==> src/rtl/wide_and8_if.sv <==
// Operand/result bundle for wide_and8.
// Master drives operands; slave returns the registered AND.
interface wide_and8_if #(
  parameter int WIDTH = 8
);
  logic             i_valid;
  logic [WIDTH-1:0] a;
  logic [WIDTH-1:0] b;
  logic [WIDTH-1:0] c;
  logic [WIDTH-1:0] d;
  logic [WIDTH-1:0] e;
  logic [WIDTH-1:0] f;
  logic [WIDTH-1:0] g;
  logic [WIDTH-1:0] h;
  logic [WIDTH-1:0] q;
  logic             o_valid;

  modport master (
    output i_valid,
    output a, b, c, d,
    output e, f, g, h,
    input  q,
    input  o_valid
  );

  modport slave (
    input  i_valid,
    input  a, b, c, d,
    input  e, f, g, h,
    output q,
    output o_valid
  );
endinterface

==> src/rtl/wide_and8.sv <==
// 8-operand bitwise AND reduction.
// Combinational AND tree of configurable fan-in, one output register.
module wide_and8 #(
  parameter int Port_Num = 2,
  parameter int WIDTH    = 8
) (
  input  logic       clk,
  input  logic       rst_n,
  wide_and8_if.slave bus
);

  logic [WIDTH-1:0] ops [8];
  logic [WIDTH-1:0] root;
  logic [WIDTH-1:0] q_d;
  logic [WIDTH-1:0] q_q;
  logic             vld_d;
  logic             vld_q;

  assign ops[0] = bus.a;
  assign ops[1] = bus.b;
  assign ops[2] = bus.c;
  assign ops[3] = bus.d;
  assign ops[4] = bus.e;
  assign ops[5] = bus.f;
  assign ops[6] = bus.g;
  assign ops[7] = bus.h;

  if (WIDTH < 1) begin : g_bad_width
    $error("wide_and8: WIDTH must be >= 1");
  end

  if (Port_Num == 2) begin : g_fan2
    logic [WIDTH-1:0] l1 [4];
    logic [WIDTH-1:0] l2 [2];

    for (genvar i = 0; i < 4; i++) begin : g_l1
      assign l1[i] = ops[2*i] & ops[2*i+1];
    end

    for (genvar i = 0; i < 2; i++) begin : g_l2
      assign l2[i] = l1[2*i] & l1[2*i+1];
    end

    assign root = l2[0] & l2[1];
  end else if (Port_Num == 4) begin : g_fan4
    logic [WIDTH-1:0] l1 [2];

    for (genvar i = 0; i < 2; i++) begin : g_l1
      assign l1[i] = ops[4*i]   & ops[4*i+1]
                   & ops[4*i+2] & ops[4*i+3];
    end

    assign root = l1[0] & l1[1];
  end else if (Port_Num == 8) begin : g_fan8
    assign root = ops[0] & ops[1]
                & ops[2] & ops[3]
                & ops[4] & ops[5]
                & ops[6] & ops[7];
  end else begin : g_bad_fan
    $error("wide_and8: Port_Num must be 2, 4 or 8");
    assign root = '0;
  end

  // q only moves on valid input; o_valid marks a fresh result.
  always_comb begin
    q_d   = q_q;
    vld_d = bus.i_valid;
    if (bus.i_valid) begin
      q_d = root;
    end
  end

  always_ff @(posedge clk or negedge rst_n) begin
    if (!rst_n) begin
      q_q   <= '0;
      vld_q <= 1'b0;
    end else begin
      q_q   <= q_d;
      vld_q <= vld_d;
    end
  end

  assign bus.q       = q_q;
  assign bus.o_valid = vld_q;

endmodule

==> src/flat_wrapper.sv <==
// flat-port wrapper written by rule: the top's interface ports become plain ports
module wide_and8_flat 
#(
  parameter int Port_Num = 2,
  parameter int WIDTH    = 8
)
  (clk, rst_n, bus_i_valid, bus_a, bus_b, bus_c, bus_d, bus_e, bus_f, bus_g, bus_h, bus_q, bus_o_valid);
  wide_and8_if #(.WIDTH(WIDTH)) bus_i ();
  input  logic clk;
  input  logic rst_n;
  input wire logic [$bits(bus_i.i_valid)-1:0] bus_i_valid;
  input wire logic [$bits(bus_i.a)-1:0] bus_a;
  input wire logic [$bits(bus_i.b)-1:0] bus_b;
  input wire logic [$bits(bus_i.c)-1:0] bus_c;
  input wire logic [$bits(bus_i.d)-1:0] bus_d;
  input wire logic [$bits(bus_i.e)-1:0] bus_e;
  input wire logic [$bits(bus_i.f)-1:0] bus_f;
  input wire logic [$bits(bus_i.g)-1:0] bus_g;
  input wire logic [$bits(bus_i.h)-1:0] bus_h;
  output wire logic [$bits(bus_i.q)-1:0] bus_q;
  output wire logic [$bits(bus_i.o_valid)-1:0] bus_o_valid;
  assign bus_i.i_valid = bus_i_valid;
  assign bus_i.a = bus_a;
  assign bus_i.b = bus_b;
  assign bus_i.c = bus_c;
  assign bus_i.d = bus_d;
  assign bus_i.e = bus_e;
  assign bus_i.f = bus_f;
  assign bus_i.g = bus_g;
  assign bus_i.h = bus_h;
  assign bus_q = bus_i.q;
  assign bus_o_valid = bus_i.o_valid;
  wide_and8 #(.Port_Num(Port_Num), .WIDTH(WIDTH)) u_core (.clk(clk), .rst_n(rst_n), .bus(bus_i));
endmodule
==> config.mk <==
export PLATFORM = sky130hd
export DESIGN_NAME = wide_and8_flat
export DESIGN_NICKNAME = d
export VERILOG_FILES = /design/src/rtl/wide_and8_if.sv /design/src/rtl/wide_and8.sv /design/src/flat_wrapper.sv
export SDC_FILE = /design/constraint.sdc
export NUM_CORES = 1
export LEC_CHECK = 0
export ABC_AREA = 1
export CORE_MARGIN = 1
export CORE_UTILIZATION = 21
export CTS_CLUSTER_DIAMETER = 100
export DETAILED_ROUTE_END_ITERATION = 6
export GPL_ROUTABILITY_DRIVEN = 1
export PLACE_DENSITY = 0.87
export SLEW_MARGIN = 20
export SYNTH_ARGS = -nofsm -noshare
export SYNTH_HDL_FRONTEND = slang
export SYNTH_SLANG_ARGS = --single-unit
==> constraint.sdc <==
create_clock -name clk -period 0.8 [get_ports clk]
set_clock_uncertainty 0.05 [all_clocks]
set_input_delay 0.24 -clock clk [delete_from_list [all_inputs] [get_ports clk]]
set_output_delay 0.24 -clock clk [all_outputs]
set_load 0.05 [all_outputs]
==> flow_metrics.py <==
metrics = {
    "status": {
        "outcome": "finished with violations",
        "violations": "negative setup slack",
    },
    "detailed_routing": {
        "viasPerCell": 4.27,
        "routedWlPerCell_um": 11.4,
        "drt-initial-drc-count": 4,
        "wirelength_um": 2200,
        "num_vias": 829,
        "dr.pass1.iters": 2,
        "drcViolationCount": 0,
        "ant_nets": 0,
    },
    "clock_network": {
        "clock_latency_ns": 0.25,
        "cts_max_path_buffers": 2,
        "cts_tree": "built",
        "cts.clk_slew.worst_paths_ns": 0.06,
        "htree_levels": 1,
        "clock-sinks": 9,
        "ctsRootBufferMaster": "clkbuf_4",
        "numCtsBuffers": 3,
    },
    "synth": {
        "synth_mux_area_frac": 0,
        "synth-warning-count": 0,
        "synth_edf_count": 0,
        "ys_types": 6,
        "synth_top_cell_by_area": "dfrtp_1",
        "synth_compound_area_frac": 0,
        "synth-xor-area-share": 0,
        "yosys.area_share.simple": 0.538,
        "yosysMostFrequentCell": "nand2_1",
        "synthTopCellsByArea": "dfrtp_1, nand2_1, nor2_1, nand3_1, buf_6",
        "synth_cells": 83,
        "ys_seq_elements": 9,
        "synthTopCellsByCount": "nand2_1, nor2_1, dfrtp_1",
        "synth_top_area_frac": 0.433,
        "ys_seq_area_frac": 0.433,
        "synthArstFlopShare": 1.00,
        "syn_area_sq_um": 520,
        "synth-main-ff-cell": "dfrtp_1",
        "avgSynthCellArea_sq_um": 6.27,
        "syn_nets": 150,
        "synth_top_family_by_area": "simple AND/OR/NAND/NOR gates",
        "synthAdderAreaFrac": 0,
    },
    "place": {
        "place_ws_ns": -0.542,
        "routabilityCongestion": 0.623,
        "place_inst": 189,
        "place_hpwl_um": 1880,
        "portBuffers": 75,
    },
    "timing": {
        "fin_crit_sh": 1.41,
        "finalCriticalPeriod_ns": 1.13,
        "setup_violations": 10,
        "tightest_slew_ns": 0.140,
        "hold_viol": 0,
        "setup_tns_ns": -2.90,
        "max_freq_ghz": 0.885,
        "timing.final.ws_setup_ns": -0.330,
        "slew_viol_final": 0,
        "rsz0062_at_grt": "yes",
        "slew-limit-headroom": 0.907,
    },
    "power": {
        "powerDensity_nw_per_um2": 800,
        "p_total_mw": 1.17,
        "ir_drop_uv": 926,
        "cellLeakagePower_nw": 0.873,
    },
    "min_path": {
        "hold_path_class": "input pin to asynchronous set/reset pin",
    },
    "critical_path": {
        "cp-start-kind": "flop",
        "crit_slowest_cell": "dfrtp_2",
        "worstSetupPathType": "flop to output pin",
        "worstPathRequired_ns": 0.51,
        "cp_max_fo": 2,
        "crit_arrival_ns": 0.84,
        "critical-path-top-delay-family": "flip-flops",
        "max_stage_delay_ns": 0.43,
        "cp-end-kind": "output pin",
        "path_buf_inv": 1,
        "crit_chain": "buf_12",
    },
    "grt": {
        "antenna_found_initial": 0,
        "grt_max_degree": 9,
        "grt_pass1_wl_um": 3280,
        "track_usage": 0.169,
        "grt.overflow.total": 0,
        "grt_pass1_vias": 829,
    },
    "floorplanning": {
        "fp-row-count": 17,
        "die_h_um": 51.8,
        "io_pins": 76,
        "core_sq_um": 2280,
        "dieArea_sq_um": 2680,
        "die_w_um": 51.8,
        "initial_core_util": 0.229,
    },
    "finish": {
        "final_util": 0.643,
        "area_growth_pct": 181,
        "fin_nets": 234,
        "nFillCells": 227,
        "drive_gt1_frac": 0.169,
        "final_cells": 194,
        "n_antenna_cell": 0,
    },
    "flow_run": {
        "maxCapViolCount": 0,
    },
}
## state kept, by name, summed over array words and instances, names as in the netlist
register,flops
u_core.bus.o_valid,1
u_core.bus.q,8
## kinds of logic (layout without fill, tap and decap cells)
family,Yosys count,in the layout
buffers and inverters,2,85
DFF,9,9
and+or+nand+nor,72,72
## placed cells by master (no fill, tap or decap)
master | synthesis | routed
buf_12 | 0 | 9
buf_4 | 0 | 5
clkbuf_1 | 0 | 1
clkbuf_2 | 0 | 1
clkbuf_4 | 0 | 3
clkdlybuf4s50_1 | 0 | 8
dfrtp_2 | 0 | 9
dlygate4sd2_1 | 0 | 36
dlymetal6s2s_1 | 0 | 21
inv_2 | 1 | 1
nand2_1 | 48 | 48
nand3_1 | 8 | 8
nor2_1 | 16 | 16
## worst reg2reg max path, delay by kind of cell (launching register included)
family / cells / cell delay, ns
buf+inv: 1 / 0.14
flops: 1 / 0.42
simple gates: 2 / 0.09
## path summary, 6_finish.rpt
| path | startpoint | to | slack, ns | depth (start not counted) |
|---|---|---|---|---|
| worst max-delay path | u_core.bus.q[6]$_DFFE_PN0P_ | bus_q[6] | -0.33 | 1 |
| worst min-delay path | rst_n | u_core.bus.q[3]$_DFFE_PN0P_ | 0.22 | 2 |
| worst min register to register | u_core.bus.q[4]$_DFFE_PN0P_ | u_core.bus.q[4]$_DFFE_PN0P_ | 0.47 | 2 |
| min in group clk | bus_i_valid | u_core.bus.o_valid$_DFF_PN0_ | 0.23 | 2 |
| max in group asynchronous | rst_n | u_core.bus.q[1]$_DFFE_PN0P_ | 0.35 | 2 |
| worst max register to register | u_core.bus.q[5]$_DFFE_PN0P_ | u_core.bus.q[5]$_DFFE_PN0P_ | -0.01 | 3 |
## area by class of cell
class / count / area, sq um / area share
Multi-Input combinational cell: 72 / 280 / 0.192
Clock buffer: 4 / 26.3 / 0.0180
Sequential cell: 9 / 236 / 0.162
Inverter: 1 / 3.75 / 0.00257
Tap cell: 28 / 35.0 / 0.0240
Timing Repair Buffer: 80 / 881 / 0.602
## where the power goes
part	internal (mW)	leakage [nW]	total [mW]	switching, mW
sequential	0.460	0.109	0.464	0.00377
clock	0.192	0.0150	0.346	0.154
combinational	0.246	0.749	0.360	0.114
## layer usage
| metal | vias to the layer above | wire length (um) | track usage |
|---|---|---|---|
| met3 | 0 | 232 | 0.0906 |
| met1 | 362 | 691 | 0.134 |
| met4 | 0 | 0 | 0.0135 |
| met2 | 45 | 1280 | 0.359 |
| met5 | - | 0 | 0 |
| li1 | 422 | - | - |
## stage by stage
stage	hold slack, ns	instance area, sq um
2_1_floorplan	-0.106	532
3_3_place_gp	0.453	1430
3_5_place_dp	0.462	1430
4_1_cts	0.221	1420
5_1_grt	0.212	1460
6_report	0.220	1460
## timing repair
action,4_1_cts,5_1_grt
gates resized for setup,38,22
setup buffers,1,0
gates cloned,0,0
hold buffers,0,0
setup endpoints to repair,17,17
pin swaps,42,29
No activity file was read; power rests on OpenSTA's default activity.
